`config.mk`:
```
export PLATFORM = sky130hd
export DESIGN_NAME = alu_nibble_sequencer
export DESIGN_NICKNAME = d
export VERILOG_FILES = /design/src/rtl/alu_nibble_sequencer.sv
export SDC_FILE = /design/constraint.sdc
export NUM_CORES = 1
export LEC_CHECK = 0
export BUFFER_PORTS_ARGS = -buffer_cell sky130_fd_sc_hd__buf_4
export CAP_MARGIN = 20
export CORE_ASPECT_RATIO = 1.25
export CORE_MARGIN = 2
export CORE_UTILIZATION = 50
export CTS_CLUSTER_SIZE = 24
export DETAILED_ROUTE_END_ITERATION = 16
export PLACE_DENSITY = 0.79
export SYNTH_ARGS = -nofsm -noshare
export SYNTH_HDL_FRONTEND = slang
export SYNTH_SLANG_ARGS = --single-unit
```
`constraint.sdc`:
```
create_clock -name clk -period 4.5 [get_ports clk]
set_input_delay 0.45 -clock clk [delete_from_list [all_inputs] [get_ports clk]]
set_output_delay 0.45 -clock clk [all_outputs]
set_load 0.01 [all_outputs]
```
`src/rtl/alu_nibble_sequencer.sv`:
```
// ---------------------------------------------------------------------------
// alu_nibble_sequencer
//
// Multi-word ALU controller. One shared 4-bit ALU slice with 74381 function
// codes is run serially over an N-nibble operand pair. The sequencer handles
// one nibble per clock, least significant nibble first. The ripple carry
// between nibbles is held in a register, so the critical path is a single
// slice per cycle. Whole-word Zero/Negative/Overflow/Carry flags are
// accumulated as the nibbles go through.
//
// Ports (top):
//   clk       in  1   rising-edge clock
//   rst_n     in  1   asynchronous active-low reset
//   start     in  1   command request, sampled only in IDLE
//   op        in  3   74381 function code S
//                       000 CLEAR, 001 B-A, 010 A-B, 011 A+B,
//                       100 XOR,   101 OR,  110 AND, 111 PRESET
//   cin       in  1   carry-in, used by A+B only
//   a, b      in  W   operands (W = 4*NIBBLES), latched on accept
//   busy      out 1   high while nibbles are being processed
//   done      out 1   one-cycle pulse when the result is valid
//   result    out W   word result, held until the next accept
//   carry     out 1   final carry-out (0 for non-arithmetic ops)
//   zero      out 1   result == 0
//   negative  out 1   result[W-1]
//   overflow  out 1   signed overflow (0 for non-arithmetic ops)
//
// Ports (slice alu_4_bit_with_flags_correct):
//   a, b in 4, s in 3, cn in 1 -> f out 4, co, zero, overflow out 1
// ---------------------------------------------------------------------------

// Purely combinational 4-bit ALU slice with 74381 function codes.
// The subtract forms follow the 74381: X + ~Y + Cn. This means a borrow-free
// subtract needs Cn=1, and Co=1 means "no borrow".
module alu_4_bit_with_flags_correct (
    input  logic [3:0] a,
    input  logic [3:0] b,
    input  logic [2:0] s,
    input  logic       cn,
    output logic [3:0] f,
    output logic       co,
    output logic       zero,
    output logic       overflow
);
    logic [3:0] add_x;
    logic [3:0] add_y;
    logic [4:0] sum;
    logic       arith;

    always_comb begin
        add_x = 4'h0;
        add_y = 4'h0;
        arith = 1'b0;
        case (s)
            3'b001: begin add_x = b; add_y = ~a; arith = 1'b1; end
            3'b010: begin add_x = a; add_y = ~b; arith = 1'b1; end
            3'b011: begin add_x = a; add_y = b;  arith = 1'b1; end
            default: begin add_x = 4'h0; add_y = 4'h0; arith = 1'b0; end
        endcase
    end

    assign sum = {1'b0, add_x} + {1'b0, add_y} + {4'b0000, cn};

    always_comb begin
        f = 4'h0;
        case (s)
            3'b000:  f = 4'h0;
            3'b001,
            3'b010,
            3'b011:  f = sum[3:0];
            3'b100:  f = a ^ b;
            3'b101:  f = a | b;
            3'b110:  f = a & b;
            default: f = 4'hF;
        endcase
    end

    assign co       = arith & sum[4];
    // Signed overflow means both addends have the same sign and the sum has the other sign.
    assign overflow = arith & (add_x[3] == add_y[3]) & (sum[3] != add_x[3]);
    assign zero     = (f == 4'h0);
endmodule

module alu_nibble_sequencer #(
    parameter int NIBBLES = 4
) (
    input  logic                   clk,
    input  logic                   rst_n,
    input  logic                   start,
    input  logic [2:0]             op,
    input  logic                   cin,
    input  logic [4*NIBBLES-1:0]   a,
    input  logic [4*NIBBLES-1:0]   b,
    output logic                   busy,
    output logic                   done,
    output logic [4*NIBBLES-1:0]   result,
    output logic                   carry,
    output logic                   zero,
    output logic                   negative,
    output logic                   overflow
);
    localparam int W     = 4 * NIBBLES;
    localparam int IDX_W = (NIBBLES > 1) ? $clog2(NIBBLES) : 1;
    localparam logic [IDX_W-1:0] LAST_IDX = IDX_W'(NIBBLES - 1);

    typedef enum logic [1:0] {
        IDLE = 2'd0,
        RUN  = 2'd1,
        DONE = 2'd2
    } state_t;

    state_t           state_reg;
    logic [IDX_W-1:0] idx_reg;
    logic [W-1:0]     a_reg;
    logic [W-1:0]     b_reg;
    logic [2:0]       op_reg;
    logic             carry_reg;      // inter-nibble ripple carry
    logic             zero_acc_reg;   // AND of the slice Zero flags seen so far
    logic [W-1:0]     result_reg;
    logic             carry_out_reg;
    logic             zero_reg;
    logic             negative_reg;
    logic             overflow_reg;
    logic             busy_reg;
    logic             done_reg;

    // Slice interface
    logic [3:0] slice_a;
    logic [3:0] slice_b;
    logic [3:0] slice_f;
    logic       slice_co;
    logic       slice_zero;
    logic       slice_overflow;
    logic       cn0;

    // Pick nibble idx of the latched operands. Each nibble has its own
    // small compare; an AND-OR of the matches gives a flat mux.
    logic [NIBBLES-1:0][3:0] a_sel;
    logic [NIBBLES-1:0][3:0] b_sel;

    for (genvar gi = 0; gi < NIBBLES; gi++) begin : g_nib_sel
        assign a_sel[gi] = (idx_reg == IDX_W'(gi)) ? a_reg[4*gi +: 4] : 4'h0;
        assign b_sel[gi] = (idx_reg == IDX_W'(gi)) ? b_reg[4*gi +: 4] : 4'h0;
    end

    always_comb begin
        slice_a = 4'h0;
        slice_b = 4'h0;
        for (int i = 0; i < NIBBLES; i++) begin
            slice_a = slice_a | a_sel[i];
            slice_b = slice_b | b_sel[i];
        end
    end

    // Carry into nibble 0. The subtract forms need Cn=1 because the 74381
    // subtracts as X + ~Y + Cn. For these forms, cin is ignored.
    always_comb begin
        cn0 = 1'b0;
        case (op)
            3'b011:        cn0 = cin;
            3'b001, 3'b010: cn0 = 1'b1;
            default:       cn0 = 1'b0;
        endcase
    end

    alu_4_bit_with_flags_correct u_slice (
        .a        (slice_a),
        .b        (slice_b),
        .s        (op_reg),
        .cn       (carry_reg),
        .f        (slice_f),
        .co       (slice_co),
        .zero     (slice_zero),
        .overflow (slice_overflow)
    );

    // Control FSM with registered outputs. The result is written nibble by
    // nibble while busy. The word flags update only on the RUN->DONE edge,
    // so they stay stable from done until the next accept.
    always_ff @(posedge clk or negedge rst_n) begin
        if (!rst_n) begin
            state_reg     <= IDLE;
            idx_reg       <= '0;
            a_reg         <= '0;
            b_reg         <= '0;
            op_reg        <= 3'b000;
            carry_reg     <= 1'b0;
            zero_acc_reg  <= 1'b0;
            result_reg    <= '0;
            carry_out_reg <= 1'b0;
            zero_reg      <= 1'b0;
            negative_reg  <= 1'b0;
            overflow_reg  <= 1'b0;
            busy_reg      <= 1'b0;
            done_reg      <= 1'b0;
        end else begin
            case (state_reg)
                IDLE: begin
                    done_reg <= 1'b0;
                    if (start) begin
                        a_reg        <= a;
                        b_reg        <= b;
                        op_reg       <= op;
                        idx_reg      <= '0;
                        carry_reg    <= cn0;
                        zero_acc_reg <= 1'b1;
                        busy_reg     <= 1'b1;
                        state_reg    <= RUN;
                    end
                end
                RUN: begin
                    result_reg[4*idx_reg +: 4] <= slice_f;
                    carry_reg    <= slice_co;
                    zero_acc_reg <= zero_acc_reg & slice_zero;
                    if (idx_reg == LAST_IDX) begin
                        carry_out_reg <= slice_co;
                        overflow_reg  <= slice_overflow;
                        negative_reg  <= slice_f[3];
                        zero_reg      <= zero_acc_reg & slice_zero;
                        busy_reg      <= 1'b0;
                        done_reg      <= 1'b1;
                        state_reg     <= DONE;
                    end else begin
                        idx_reg <= idx_reg + 1'b1;
                    end
                end
                DONE: begin
                    // Any start seen here is dropped on purpose: there is no queueing.
                    done_reg  <= 1'b0;
                    idx_reg   <= '0;
                    state_reg <= IDLE;
                end
                default: begin
                    busy_reg  <= 1'b0;
                    done_reg  <= 1'b0;
                    state_reg <= IDLE;
                end
            endcase
        end
    end

    assign busy     = busy_reg;
    assign done     = done_reg;
    assign result   = result_reg;
    assign carry    = carry_out_reg;
    assign zero     = zero_reg;
    assign negative = negative_reg;
    assign overflow = overflow_reg;
endmodule

```
==> After elaboration in Yosys (flattened, before gate mapping) <==
Index checks and enable logic that the tools add are counted.
{ "op_classes": {"mux": 28, "add_sub_neg": 4, "n_bitwise": 16, "eq_ne": 19, "reduce_logical": 15, "n_shift": 2} }
{ "op_table": {"columns": ["op", "n"], "rows": [
  ["negation 4 -> 34 bit", 1],
  ["variable shift 4 x 34 -> 16 bit, first input constant", 1],
  ["variable part select 4 x 34 -> 16 bit", 1],
  ["2-to-1 mux 4 bit", 8],
  ["bitwise OR 4 bit", 7],
  ["one-hot mux 4 bit (5 select lines)", 1],
  ["bitwise mux 16 bit", 1],
  ["== test 3 x 2 -> 1 bit, second input constant", 4],
  ["one-hot mux 4 bit (3 select lines)", 1],
  ["== test 3 bit, second input constant", 3],
  ["2-to-1 mux 2 bit", 4],
  ["inverter 4 bit", 2],
  ["one-hot mux 4 bit (2 select lines)", 1],
  ["AND reduction 2 bit", 4],
  ["== test 2 bit, second input constant", 3],
  ["== test 3 x 1 -> 1 bit, second input constant", 2],
  ["2-to-1 mux 1 bit", 6],
  ["!= test 2 bit, second input constant", 3],
  ["one-hot mux 1 bit (2 select lines)", 3],
  ["one-hot mux 2 bit (3 select lines)", 1],
  ["AND reduction 3 bit", 2],
  ["adder 4 x 4 -> 5 bit", 1],
  ["adder 5 x 1 -> 5 bit", 1],
  ["bitwise AND 1 bit", 4],
  ["16 further kinds", 19]
]} }
{ "word_totals": {"elab_cells": 98, "output_inout_bits": 22, "ff_bits": 63, "in_bits": 39} }

==> Depth between registers and ports, before layout <==
{ "depth": {"ltp_word": 13, "depth_mapped": 14, "ltp_nobuf": 13} }

==> By module <==
From an unflattened synthesis, not the netlist that was laid out.
{ "hier_totals": {"hier_cells": 287, "hier_area_um2": 3413.3} }
{ "modules_own_cells": {"columns": ["module", "cells_each", "instances", "area_per_inst_um2", "seq_area_each_um2"], "rows": [
  ["alu_nibble_sequencer", 203, 1, 2785.2, 1576.5],
  ["alu_4_bit_with_flags_correct", 84, 1, 628.1, 0.0]
]} }

==> Worst setup path before layout <==
No wires, ideal clock.
{ "synth_path": {"kind": "reg-to-reg", "start": "register idx_reg[0]", "end": "register zero_acc_reg", "required_time_ns": 4.361, "setup_time_ns": 0.139, "arrival_ns": 3.185, "slack_ns": 1.176, "path_stages_with_launch": 15, "path_buffers": 1, "synth_period_minus_slack_ns": 3.324, "cell_sequence": "dfrtp_1 > inv_1 > ha_1 > buf_6 > a22oi_2 > and2_1 > o21ai_0 > a22oi_1 > or2_2 > fa_1 > fa_1 > xnor2_1 > a21oi_1 > a221oi_2 > o41ai_2"} }
{ "synth_between": {"elab_chain_len": 13, "elab_cells_between_ends": 31, "classes_between": "2 x add/sub; 3 x eq/ne; 12 x mux; 12 x bitwise; 2 x reduce/logical"} }
{ "synth_lines": {"columns": ["element", "line", "text"], "rows": [
  ["start, declared", "113", "logic [IDX_W-1:0] idx_reg;"],
  ["start signal, assigned", "224", "idx_reg <= idx_reg + 1'b1;"],
  ["== test 2 x 1 -> 1 bit or logical NOT 2 bit (tied branches)", "142, 143", null],
  ["2-to-1 mux 4 bit, on equally long branches", "143, 142", null],
  ["bitwise OR 4 bit, on equally long branches (3 in a row)", "151, 150", null],
  ["inverter 4 bit, on equally long branches", "56, 55", null],
  ["one-hot mux 4 bit (3 select lines)", "54", "case (s)"],
  ["adder 4 x 4 -> 5 bit", "62", "assign sum = {1'b0, add_x} + {1'b0, add_y} + {4'b0000, cn};"],
  ["adder 5 x 1 -> 5 bit", "62", null],
  ["one-hot mux 4 bit (5 select lines) (*)", "66", "case (s)"],
  ["logical NOT 4 bit (*)", "81", "assign zero = (f == 4'h0);"],
  ["bitwise AND 1 bit (*)", "214", "zero_acc_reg <= zero_acc_reg & slice_zero;"],
  ["one-hot mux 1 bit (2 select lines) (*)", "197", "case (state_reg)"],
  ["end signal, assigned", "214", null],
  ["end, declared", "118", "logic zero_acc_reg;"]
]} }
Mark *: on every way between the ends. The rest lies on a longest branch, timed or not.
A chain may end at the register's enable or synchronous reset.

==> Worst setup path after layout <==
{ "layout_path": {"start": "register idx_reg[0]", "end": "register result_reg[6] (netlist: result[6])"} }
{ "layout_between": {"elab_chain_len": 12, "elab_cells_between_ends": 32, "classes_between": "3 x add/sub; 3 x eq/ne; 2 x shift; 12 x mux; 11 x bitwise; 1 x reduce/logical"} }
{ "layout_lines": {"columns": ["element", "line", "text"], "rows": [
  ["== test 2 x 1 -> 1 bit or logical NOT 2 bit (tied branches)", "142, 143", null],
  ["2-to-1 mux 4 bit, on equally long branches", "143, 142", null],
  ["bitwise OR 4 bit, on equally long branches (3 in a row)", "151, 150", null],
  ["inverter 4 bit, on equally long branches", "56, 55", null],
  ["one-hot mux 4 bit (3 select lines)", "54", null],
  ["adder 4 x 4 -> 5 bit", "62", null],
  ["adder 5 x 1 -> 5 bit", "62", null],
  ["one-hot mux 4 bit (5 select lines)", "66", null],
  ["variable part select 4 x 34 -> 16 bit", "212", "result_reg[4*idx_reg +: 4] <= slice_f;"],
  ["bitwise mux 16 bit (*)", "212", null],
  ["end signal, assigned by index", "212", null],
  ["end, declared", "119", "logic [W-1:0] result_reg;"]
]} }
Marked as above.

==> results_dict.tcl <==
set metrics [dict create \
    synth_top_cell_area_share_pct 47.8 \
    ys_ff_latch 63 \
    hold_viol 0 \
    dp_hpwl_mm 5.47 \
    ir_drop_uv 402 \
    clockBufferDepth 2 \
    die-area_sq_um 7260 \
    dp_cells 487 \
    overflow 0 \
    post_cts_resized 0 \
    n_antenna_cell 0 \
    rsz0062_at_grt "false" \
    synth_fa_ha_area_share_pct 4.63 \
    crit_type "reg2reg" \
    placed_area_sq_um 3790 \
    hp-class "in2async" \
    antenna_found_initial 0 \
    ant_nets 0 \
    cp_num_buf_inv 1 \
    drv_slew 0 \
    finish.utilization_pct 61.6 \
    p_per_area_nw_per_um2 772 \
    worstPathRequired_ns 4.77 \
    crit_chain "inv_1 -> ha_1 -> a22oi_2 -> and2_1 -> o21ai_0 -> a22oi_1 -> or2_2 -> fa_1 -> fa_1 -> xnor2_1 -> a21oi_1 -> a221oi_2 -> a22o_1" \
    first_pass_iters 4 \
    synth_mux_area_share_pct 0.342 \
    synth_top_area_cell "dfrtp_1" \
    top_layer "met4" \
    slew_headroom_pct 34.7 \
    drt-met1-wl_mm 3.21 \
    status "complete, no violations" \
    period_minus_slack_ns 3.87 \
    synth_cell_type_count 43 \
    max_freq_mhz 259 \
    finalCritPeriodShare_pct 85.9 \
    vias 2744 \
    syn_area_sq_um 3300 \
    syn_to_final_growth_pct 21.2 \
    insertion_delay_ns 0.33 \
    final_cell_mix "nand2_1, dfrtp_1, buf_4" \
    final_cells 503 \
    synthTopCellsByArea "dfrtp_1, nand2_1, a22o_1" \
    cts_tree "yes" \
    holdBufCountCts 0 \
    cp-end-kind "register" \
    drive_above_1_share_pct 24.8 \
    die_x_um 76.6 \
    post-route-drc-count 0 \
    die_y_um 94.8 \
    fin_nets 461 \
    start_util_pct 50.8 \
    crit_arrival_ns 4.13 \
    rows 33 \
    finalWirelength_mm 7.48 \
    cts_made_buffers 9 \
    yosys_warnings 0 \
    final_area_sq_um 3990 \
    syn_inst 353 \
    yosysSeqAreaShare_pct 47.8 \
    avgSynthCellArea_sq_um 9.34 \
    clock-sinks 63 \
    final-setup-viol-count 0 \
    grt_max_degree 64 \
    cts_max_level 3 \
    tns_ns 0 \
    path_common_cell "fa_1" \
    clock_skew_ns 0.00837 \
    critPathTopFamily "adder cells" \
    io_buffers 60 \
    path_max_fanout 9 \
    clock-root-buffer "clkbuf_8" \
    wl_met3_um 363 \
    core_sq_um 6480 \
    max_stage_delay_ns 0.53 \
    path_clk_slew_ns 0.07 \
    cp-start-kind "register" \
    layout_commonest_cell "nand2_1" \
    postCtsSetupRepairBufs 0 \
    grt_usage_pct 22.1 \
    drv_cap 0 \
    synth-xor-area-share_pct 0.797 \
    wl_per_cell_um 14.9 \
    synth_fp_nets 403 \
    cellLeakagePower_nw 2.02 \
    synthSimpleGateAreaFrac_pct 21.7 \
    dr_wl_met2_mm 3.76 \
    grt_first_pass_wirelength_mm 12.6 \
    tightest_slew_ns 0.974 \
    crit_path_top_delay_cell "a221oi_2" \
    gp_congestion 0.892 \
    dr.first_iter.drc_count 175 \
    synth_top_family_by_area "simple AND/OR/NAND/NOR gates" \
    pin_count 61 \
    synth-compound-area-share_pct 20.7 \
    vias_per_cell 5.46 \
    grt_pass1_vias 2607 \
]
## routing by layer
layer / global-route usage [%] / up-vias
met1: 28.9 / 1312
met2: 37.3 / 90
met4: 7.88 / 0
li1: - / 1330
met3: 4.02 / 12
met5: 0 / -
## area by class of cell
cell class / instances / area [sq um]
fill: 537 / 2490
multi-input combinational: 264 / 1590
sequential: 63 / 1580
timing repair buffer: 63 / 473
clock buffer: 10 / 138
tap: 87 / 109
clock inverter: 6 / 67.6
inverter: 10 / 37.5
## Yosys cell counts (all sizes together)
master   instances
xor2             2
ha               9
nor3             3
mux2             1
a22oi           17
o21a             1
o21ai           14
a211oi           2
o2bb2ai          1
dfrtp           63
nor2            14
o211ai           2
and2b            2
xnor2            1
nor4b            2
o41ai            2
and2             4
a21o             1
fa               2
a22o            22
a221oi           1
inv             10
a32oi            1
clkbuf           9
or2              4
nand3            3
buf              7
nor2b            4
nand3b           2
and4             1
nor4             2
a21oi           14
o32ai            4
and3             1
nor3b            1
nand2          124
## power by group
part / internal [mW] / switching [mW] / leakage, nW
combinational: 0.650 / 0.895 / 1.11
clock: 0.273 / 0.224 / 0.0993
sequential: 0.810 / 0.232 / 0.806
## stage by stage
stage | total power [mW] | setup slack, ns | hold WS, ns
3_5_place_dp | 2.58 | 0.718 | 0.474
2_1_floorplan | 2.15 | 1.18 | 0.154
5_1_grt | 3.34 | 0.344 | 0.256
3_3_place_gp | 2.55 | 0.892 | 0.465
4_1_cts | 3.10 | 0.672 | 0.217
6_report | 3.08 | 0.634 | 0.190
## cell families after synthesis
kind of cell,Yosys count
compound gates,82
xor+xnor,3
fa+ha+maj,11
buf+inv,26
flops,63
mux,1
simple gates,167
## final timing paths
check	cells past startpoint	slack [ns]	startpoint	to
max in group asynchronous	1	3.81	rst_n	a_reg[0]$_DFFE_PN0P_
max	13	0.63	idx_reg[0]$_DFFE_PN0P_	result[6]$_DFFE_PN0P_
min	1	0.19	rst_n	a_reg[15]$_DFFE_PN0P_
max reg2reg	13	0.63	idx_reg[0]$_DFFE_PN0P_	result[6]$_DFFE_PN0P_
min reg2reg	2	0.49	b_reg[15]$_DFFE_PN0P_	b_reg[15]$_DFFE_PN0P_
min in group clk	3	0.30	b[5]	b_reg[5]$_DFFE_PN0P_
(Power assumes the default switching activity.)
